<file path="src/rtl/npu_pkg.sv">
// Shared NPU constants: datapath width and output-format register field layout.
package npu_pkg;

  localparam int unsigned NPU_DATA_W            = 16;
  localparam int unsigned NPU_OUT_FMT_SHIFT_LSB = 0;
  localparam int unsigned NPU_OUT_FMT_SHIFT_W   = 4;
  localparam int unsigned NPU_OUT_FMT_SGN_BIT   = 4;

endpackage : npu_pkg

</file>
<file path="src/rtl/npu_sync_fifo.sv">
// Synchronous first-word-fall-through FIFO with explicit occupancy count.
// Head word reads as zero while empty; a push into a full FIFO is only taken alongside a pop.
module npu_sync_fifo #(
  parameter int unsigned WIDTH = 32,
  parameter int unsigned DEPTH = 16
) (
  input  logic                       clk,
  input  logic                       rst,
  input  logic                       push,
  input  logic                       pop,
  input  logic [WIDTH-1:0]           din,
  output logic [WIDTH-1:0]           dout,
  output logic [$clog2(DEPTH):0]     count,
  output logic                       full,
  output logic                       empty
);

  localparam int unsigned AW = $clog2(DEPTH);
  localparam logic [AW:0]   FULL_CNT = (AW+1)'(DEPTH);
  localparam logic [AW:0]   CNT_ONE  = (AW+1)'(1);
  localparam logic [AW-1:0] PTR_ONE  = AW'(1);

  logic [AW-1:0]    wr_ptr_q, wr_ptr_d;
  logic [AW-1:0]    rd_ptr_q, rd_ptr_d;
  logic [AW:0]      count_q, count_d;
  logic [WIDTH-1:0] mem_q [DEPTH];
  logic [WIDTH-1:0] mem_d [DEPTH];
  logic             do_push, do_pop;

  always_comb begin
    do_pop   = pop & (count_q != '0);
    do_push  = push & ((count_q != FULL_CNT) | do_pop);
    wr_ptr_d = wr_ptr_q;
    rd_ptr_d = rd_ptr_q;
    count_d  = count_q;
    mem_d    = mem_q;
    if (do_push) begin
      mem_d[wr_ptr_q] = din;
      wr_ptr_d        = wr_ptr_q + PTR_ONE;
    end
    if (do_pop) begin
      rd_ptr_d = rd_ptr_q + PTR_ONE;
    end
    case ({do_push, do_pop})
      2'b10:   count_d = count_q + CNT_ONE;
      2'b01:   count_d = count_q - CNT_ONE;
      default: count_d = count_q;
    endcase
  end

  always_ff @(posedge clk) begin
    if (rst) begin
      wr_ptr_q <= '0;
      rd_ptr_q <= '0;
      count_q  <= '0;
    end else begin
      wr_ptr_q <= wr_ptr_d;
      rd_ptr_q <= rd_ptr_d;
      count_q  <= count_d;
    end
  end

  // Storage needs no reset: it is only observable through the count-guarded head.
  always_ff @(posedge clk) begin
    mem_q <= mem_d;
  end

  assign empty = (count_q == '0);
  assign full  = (count_q == FULL_CNT);
  assign count = count_q;
  assign dout  = empty ? '0 : mem_q[rd_ptr_q];

endmodule : npu_sync_fifo

</file>
<file path="src/rtl/npu_output_interface.sv">
// NPU output stage: formats 16-bit results into 32-bit host words through a one-cycle
// conversion register, then buffers them in a FWFT FIFO with a sticky drop flag.
module npu_output_interface
  import npu_pkg::*;
#(
  parameter int unsigned DEPTH  = 16,
  parameter int unsigned ADDR_W = $clog2(DEPTH),
  parameter int unsigned DIN_W  = NPU_DATA_W,
  parameter int unsigned DOUT_W = 32
) (
  input  logic                  CLK,
  input  logic                  RST,
  input  logic [DIN_W-1:0]      npu_output_din,
  input  logic                  npu_output_fifo_write_en,
  input  logic [NPU_DATA_W-1:0] npu_config_data,
  input  logic                  npu_output_format_write_en,
  input  logic                  npu_output_fifo_read_en,
  output logic [DOUT_W-1:0]     npu_output_data,
  output logic                  npu_output_fifo_empty,
  output logic                  npu_output_fifo_full,
  output logic [ADDR_W:0]       npu_output_fifo_count,
  output logic                  npu_output_overflow
);

  logic [NPU_DATA_W-1:0]          fmt_q, fmt_d;
  logic [DOUT_W-1:0]              stage_data_q, stage_data_d;
  logic                           stage_vld_q, stage_vld_d;
  logic                           overflow_q, overflow_d;
  logic [NPU_OUT_FMT_SHIFT_W-1:0] fmt_shift;
  logic                           fmt_sgn;
  logic [DOUT_W-1:0]              ext_din;
  logic                           fifo_pop, fifo_push;

  assign fmt_shift = fmt_q[NPU_OUT_FMT_SHIFT_LSB +: NPU_OUT_FMT_SHIFT_W];
  assign fmt_sgn   = fmt_q[NPU_OUT_FMT_SGN_BIT];
  assign ext_din   = {{(DOUT_W-DIN_W){fmt_sgn & npu_output_din[DIN_W-1]}}, npu_output_din};

  // Conversion uses the format held before this edge; a same-edge format write affects later captures.
  always_comb begin
    fmt_d        = npu_output_format_write_en ? npu_config_data : fmt_q;
    stage_vld_d  = npu_output_fifo_write_en;
    stage_data_d = npu_output_fifo_write_en ? (ext_din << fmt_shift) : stage_data_q;
    fifo_pop     = npu_output_fifo_read_en & ~npu_output_fifo_empty;
    fifo_push    = stage_vld_q & (~npu_output_fifo_full | fifo_pop);
    overflow_d   = overflow_q | (stage_vld_q & ~fifo_push);
  end

  always_ff @(posedge CLK) begin
    if (RST) begin
      fmt_q        <= '0;
      stage_data_q <= '0;
      stage_vld_q  <= 1'b0;
      overflow_q   <= 1'b0;
    end else begin
      fmt_q        <= fmt_d;
      stage_data_q <= stage_data_d;
      stage_vld_q  <= stage_vld_d;
      overflow_q   <= overflow_d;
    end
  end

  npu_sync_fifo #(
    .WIDTH (DOUT_W),
    .DEPTH (DEPTH)
  ) u_fifo (
    .clk   (CLK),
    .rst   (RST),
    .push  (fifo_push),
    .pop   (fifo_pop),
    .din   (stage_data_q),
    .dout  (npu_output_data),
    .count (npu_output_fifo_count),
    .full  (npu_output_fifo_full),
    .empty (npu_output_fifo_empty)
  );

  assign npu_output_overflow = overflow_q;

endmodule : npu_output_interface
</file>
<file path="config.mk">
export PLATFORM = sky130hd
export DESIGN_NAME = npu_output_interface
export DESIGN_NICKNAME = d
export VERILOG_FILES = /design/src/rtl/npu_pkg.sv /design/src/rtl/npu_sync_fifo.sv /design/src/rtl/npu_output_interface.sv
export SDC_FILE = /design/constraint.sdc
export NUM_CORES = 1
export LEC_CHECK = 0
export CAP_MARGIN = 20
export CORE_AREA = 8 8 202 204
export DETAILED_ROUTE_END_ITERATION = 10
export DIE_AREA = 0 0 210 212
export PLACE_DENSITY_LB_ADDON = 0.3
export SLEW_MARGIN = 20
export SYNTH_ARGS = -nofsm -noshare
export SYNTH_HDL_FRONTEND = slang
export SYNTH_SLANG_ARGS = --single-unit
</file>
<file path="constraint.sdc">
create_clock -name CLK -period 4.81 [get_ports CLK]
set_input_delay 0.481 -clock CLK [delete_from_list [all_inputs] [get_ports CLK]]
set_output_delay 0.481 -clock CLK [all_outputs]
set_load 0.01 [all_outputs]
</file>
==> flow_metrics.tcl <==
set metrics [dict create \
    grt_pass1_vias 11740 \
    clk_root_buffer_cell "clkbuf_16" \
    drc_errors 0 \
    hold_slack_ns 0.3573 \
    dp.cells 1689 \
    cp_slowest_cell "or4_4" \
    yosys-top-cells-count "edfxtp_1, mux4_2, mux2i_1" \
    final_area_um2 25520 \
    dpl.hpwl_um 26610 \
    synth_edf_count 512 \
    nets 1270 \
    synth_top_cell_by_area "edfxtp_1" \
    critPathLaunch "u_fifo.count[1]" \
    clock-sinks 564 \
    fillers 2370 \
    first_pass_iters 6 \
    rows 72 \
    cp_max_fo 21 \
    cp_num_cells 6 \
    min_period_ns 3.983 \
    cts_tree "done" \
    antenna_found_initial 0 \
    post_cts_resize_count 0 \
    fp.dieW_um 210 \
    numCtsBuffers 52 \
    drive_gt1_frac 0.2271 \
    relSlewSlack 0.3026 \
    vdd_drop_max_uv 564.6 \
    overflow 0 \
    clk_latency_ns 0.57 \
    synth_area_per_cell_um2 19.63 \
    max-clock-path-buffers 3 \
    setup_viol 0 \
    tightest_slew_ns 1.045 \
    fin_worst_skew_ns 0.01402 \
    grt_max_degree 52 \
    async_flop_share 0 \
    maxSlewViolCount 0 \
    synth_ff_type "edfxtp_1" \
    synth_top_family_by_area "multiplexers" \
    holdBufCountCts 0 \
    period_share 0.8281 \
    final_antenna_net_count 0 \
    routed_via_density 6.322 \
    grt_pass1_wl_um 73170 \
    rrSetupSlack_ns 1.38 \
    holdCritStartpoint "RST" \
    synth-simple-area-share 0.02788 \
    synthCells 1150 \
    synth_xor_area_frac 0.003492 \
    synth_fa_ha_area_frac 0.004435 \
    post-route-worst-setup-slack_ns 0.8267 \
    initial_utilization 0.5951 \
    ioPinCount 77 \
    die_area_um2 44520 \
    synth_cell_types 58 \
    max_stage_delay_ns 0.65 \
    synth-compound-area-share 0.03354 \
    rsz0062_at_grt "no" \
    rr_worst_depth 10 \
    finalSetupTns_ns 0 \
    totalWireLength_um 48250 \
    hold_class "primary input to flip-flop" \
    syn2layout_area_growth_pct 13.07 \
    gp_congestion 0.9266 \
    core_um2 37930 \
    cp-start-kind "flip-flop" \
    drtIter0Drc 1195 \
    vias 11270 \
    worst_ep_required_time_ns 4.33 \
    worstReg2RegEnd "u_fifo.count[4]" \
    yosys.area.top_type_share 0.6812 \
    syn_nets 1195 \
    status "complete, no violations" \
    dpl_worst_slack_ns 1.322 \
    die_h_um 212 \
    fin_total_pwr_mw 12.30 \
    path_delay_family "simple AND/OR/NAND/NOR gates" \
    yosys-mux-area-fraction 0.1843 \
    cap_violations 0 \
    synth_warnings 0 \
    leakage_nw 7.910 \
    crit_path_cell_trace "or4_4, nor2_4, or2_2, buf_4, o22ai_1, clkdlybuf4s50_1" \
    endpoint "npu_output_data[19]" \
    cellPowerDensity_nw_per_um2 482.1 \
    io_buffers 65 \
    yosysMostFrequentCell "edfxtp_1" \
    hold_viol 0 \
    grt.total_usage 0.2205 \
    fin_util 0.6729 \
    end_kind "output port" \
    post_drt_wl_per_cell_um 27.08 \
    ctsHtreeMaxLevel 2 \
    timing.rr.start "u_fifo.count[1]" \
    diodes 0 \
    clkTransAtPathRegs_ns 0.07 \
    critPathBufInv 2 \
    yosys_register_bits 564 \
    ys_seq_area_frac 0.7273 \
    synth_area_leaders "edfxtp_1, mux4_2, dfxtp_1" \
    cp.arrival_ns 3.50 \
    fmax_mhz 251.0 \
    placed_area_um2 23930 \
    cts_setup_buffers 0 \
    netlist_area_um2 22570 \
    criticalPathCategory "flip-flop to output port" \
    fin_cells 1782 \
]
## where the power goes
part / switching (mW) / internal, mW / leakage, nW
Clock: 1.70 / 2.16 / 0.787
Sequential: 0.264 / 5.45 / 5.16
Combinational: 1.25 / 1.47 / 1.97
## layout by cell type (no fill, tap or decap), types with 4 or more instances in the layout
| cell type | netlist | routed |
|---|---|---|
| a211oi_1 | 5 | 5 |
| a21oi_1 | 15 | 15 |
| a22oi_1 | 5 | 5 |
| a31oi_1 | 5 | 5 |
| buf_12 | 0 | 6 |
| buf_4 | 2 | 25 |
| clkbuf_1 | 37 | 8 |
| clkbuf_16 | 0 | 53 |
| clkdlybuf4s50_1 | 0 | 64 |
| clkinv_1 | 1 | 14 |
| clkinv_2 | 0 | 10 |
| dfxtp_1 | 52 | 49 |
| edfxtp_1 | 512 | 512 |
| ha_1 | 8 | 8 |
| inv_1 | 14 | 14 |
| mux2_2 | 15 | 15 |
| mux2i_1 | 86 | 86 |
| mux4_2 | 139 | 139 |
| nand2_1 | 22 | 22 |
| nand2b_1 | 7 | 7 |
| nand3_1 | 9 | 9 |
| nor2_1 | 58 | 46 |
| nor2_4 | 1 | 13 |
| nor2b_1 | 7 | 7 |
| nor3_1 | 10 | 6 |
| nor3_2 | 0 | 4 |
| o21ai_0 | 7 | 7 |
| o22ai_1 | 38 | 38 |
| o311ai_0 | 6 | 6 |
| xor2_1 | 6 | 6 |
## cells by family (layout without fill, tap and decap cells)
logic type,count (synthesis),after routing
DFF,564,564
muxes,240,240
and+or+nand+nor,133,133
AOI/OAI and AO/OA,106,106
buffers and inverters,90,204
xor gates and xnor gates,9,9
adders and majority gates,8,8
## area by class of cell
cell class	instances	area, um2	share of cell area
flip-flops and latches	564	16430	0.6437
clock inverters	29	195.2	0.007648
well taps	518	648.1	0.02540
multi-input cells	496	5843	0.2290
inverters	15	56.30	0.002206
repair buffers	96	953.4	0.03736
clock buffers	64	1398	0.05476
## flip-flops by register name, indices dropped and copies added, names as in the netlist
name                 cells
u_fifo.count             5
npu_output_overflow      1
u_fifo.rd_ptr_q          4
stage_vld_q              1
u_fifo.wr_ptr_q          4
fmt_q                    5
stage_data_q            32
u_fifo.mem_q           512
## how the worst min path moves through the flow
stage | endpoint | slack, ns | cells after the start
floorplan | npu_output_overflow | 0.50 | 2
detailed placement | npu_output_overflow | 0.46 | 2
CTS | fmt_q[4] | 0.35 | 2
global placement | npu_output_overflow | 0.46 | 2
global route | u_fifo.rd_ptr_q[3] | 0.39 | 2
finish | fmt_q[4] | 0.36 | 2
## metal layers
metal | vias to the layer above | share of wire | global-route usage | routed length, um
li1 | 4876 | - | - | -
met1 | 5833 | 0.41 | 0.3052 | 20020
met2 | 487 | 0.49 | 0.3585 | 23580
met3 | 70 | 0.072 | 0.04024 | 3481
met4 | 0 | 0.024 | 0.06853 | 1169
met5 | - | 0 | 0 | 0
Power figures use the tool's default switching activity.
==> RTL edit, RTL diff (same flow settings) <==
`NPU_DATA_W`: 16 -> 24.
--- a/src/rtl/npu_pkg.sv
+++ b/src/rtl/npu_pkg.sv
@@ -3,3 +3,3 @@
 
-  localparam int unsigned NPU_DATA_W            = 16;
+  localparam int unsigned NPU_DATA_W            = 24;
   localparam int unsigned NPU_OUT_FMT_SHIFT_LSB = 0;
Interface: changed (resized npu_config_data and npu_output_din); port bits go from 77 to 93. The function was not compared with the original's and may differ.
==> RTL edit against the unedited design <==
- area after synthesis rose by 1.2%
- maximum frequency rose by 0.95%
- count of clock-buffer cells in the layout rose by 12
- combinational power barely moved
- wire length rose by 0.94%
- sequential cell count did not move
- hold slack improved by 110 ps
- largest power group unchanged
- utilization rose by 1.1 points
- setup slack improved by 37 ps
- highest routed layer unchanged
- design area rose by 1.7%
- power rose by 2.0%
==> RTL edit: results (changes against the unedited design) <==
Parameter                              Value

Detailed routing
  Via Count ... 11700 (+3.6%)
  Violation count after the first detailed-routing iteration ... 1222 (+2.3%)
  Final routed wirelength across all metal layers ... 48700 um (+0.94%)
  First-pass detailed-route iteration total ... 5 (-1)

Synthesis
  Leading post-synthesis cells by cell area ... edfxtp_1 (67%), mux4_2 (14%), dfxtp_1 (4.6%)
  Leading post-synthesis cells by instance count ... edfxtp_1 (512), mux4_2 (140), mux2i_1 (94)
  Number of nets in the synthesized netlist ... 1219 (+2.0%)
  Seq/Total Area, Yosys ... 0.719 (-0.00864)

Pwr
  Static leakage power ... 8.06 nW (+1.8%)
  Worst ir drop on vdd ... 0.553 mV (-2.0%)

Setup path
  Maximum net fanout on the critical path ... 18 (-14%)
  Data arrival time of the critical path ... 3460 ps (-40 ps)

Timing
  Worst hold-check slack ... 464 ps (+106 ps)

Placed design
  GPL Wtd Cong ... 0.889 (-4.1%)
  Detailed placer's ending HPWL ... 27800 um (+4.3%)
  Total cell area at the placement stage ... 0.0243 mm^2 (+1.4%)
  Count of buffers from port buffering ... 73 (+12%)

Global route
  Total GRT Usage ... 0.221 (about the same)
  Global-route wire length before repair ... 73400 um (+0.35%)

Worst hold path
  Hold path cells ... 3 (+1)
  End of the worst hold path ... fmt_q[1]

Clock network
  Cts bufs inserted ... 53 (+1.9%)

Cells and area
  Fraction of layout instances using a drive strength above 1 ... 0.230 (+0.00329)
  Layout net count ... 1306 (+2.8%)

Run status
  Status ... finished, final reports clean
RTL edit: changes by cell type after synthesis, sizes merged, moves of 5 or more:
| cell | change |
|---|---|
| a31o | +5 |
| mux2i | +8 |
| mux4 | +8 |
| nand2 | +6 |
| o221ai | +5 |
| o311ai | -6 |
RTL edit: cell families (layout without fill, tap and decap cells):
group,Yosys count,after routing,share of synthesized area
flip-flops,564,564,0.719
multiplexers,256,256,0.195
AND/OR/NAND/NOR,127,127,0.0259
AO/OA/AOI/OAI,111,111,0.0349
buffers and inverters,83,210,0.0181
XOR/XNOR,9,9,0.00345
adder cells (fa/ha/maj),8,8,0.00438
RTL edit: routing by layer:
layer | part of all wire | up-vias | GRT usage
li1 | - | 4977 | -
met1 | 0.42 | 6083 | 0.310
met2 | 0.49 | 535 | 0.361
met3 | 0.075 | 81 | 0.0360
met4 | 0.023 | 0 | 0.0605
met5 | 0 | - | 0
RTL edit: worst max-delay path by stage:
stage | end | slack [ps] | cells after the start
2_1_floorplan | u_fifo.mem_q[416] | 1120 | 5
3_3_place_gp | u_fifo.count[4] | 1360 | 10
3_5_place_dp | u_fifo.count[4] | 1330 | 10
4_1_cts | npu_output_data[0] | 850 | 6
5_1_grt | npu_output_data[29] | 750 | 5
6_report | npu_output_data[19] | 860 | 5
RTL edit: layout make-up:
type,instances,area (um^2)
clock inverter,19,161
inverter,11,41.3
clock buffer,76,1540
sequential,564,16400
fill,2369,12000
multi-input combinational,511,6130
timing repair buffer,104,1010
tap,518,648
RTL edit: metrics by stage:
step,worst slack (ps),instances
2_1_floorplan,1120,1158
3_3_place_gp,1360,1708
3_5_place_dp,1330,1708
4_1_cts,851,1803
5_1_grt,745,1803
6_report,864,1803
RTL edit: worst max-delay path: cells and delay by family, from the launching register on:
family | cells | cell delay (ps)
buffers and inverters | 2 | 1000
flip-flops | 1 | 410
AND/OR/NAND/NOR | 1 | 650
AO/OA/AOI/OAI | 2 | 830
RTL edit: where the power goes:
group / internal, W / total [W] / switching [W]
combinational: 0.00149 / 0.00273 / 0.00125
sequential: 0.00547 / 0.00576 / 0.000288
clock: 0.00236 / 0.00405 / 0.00169
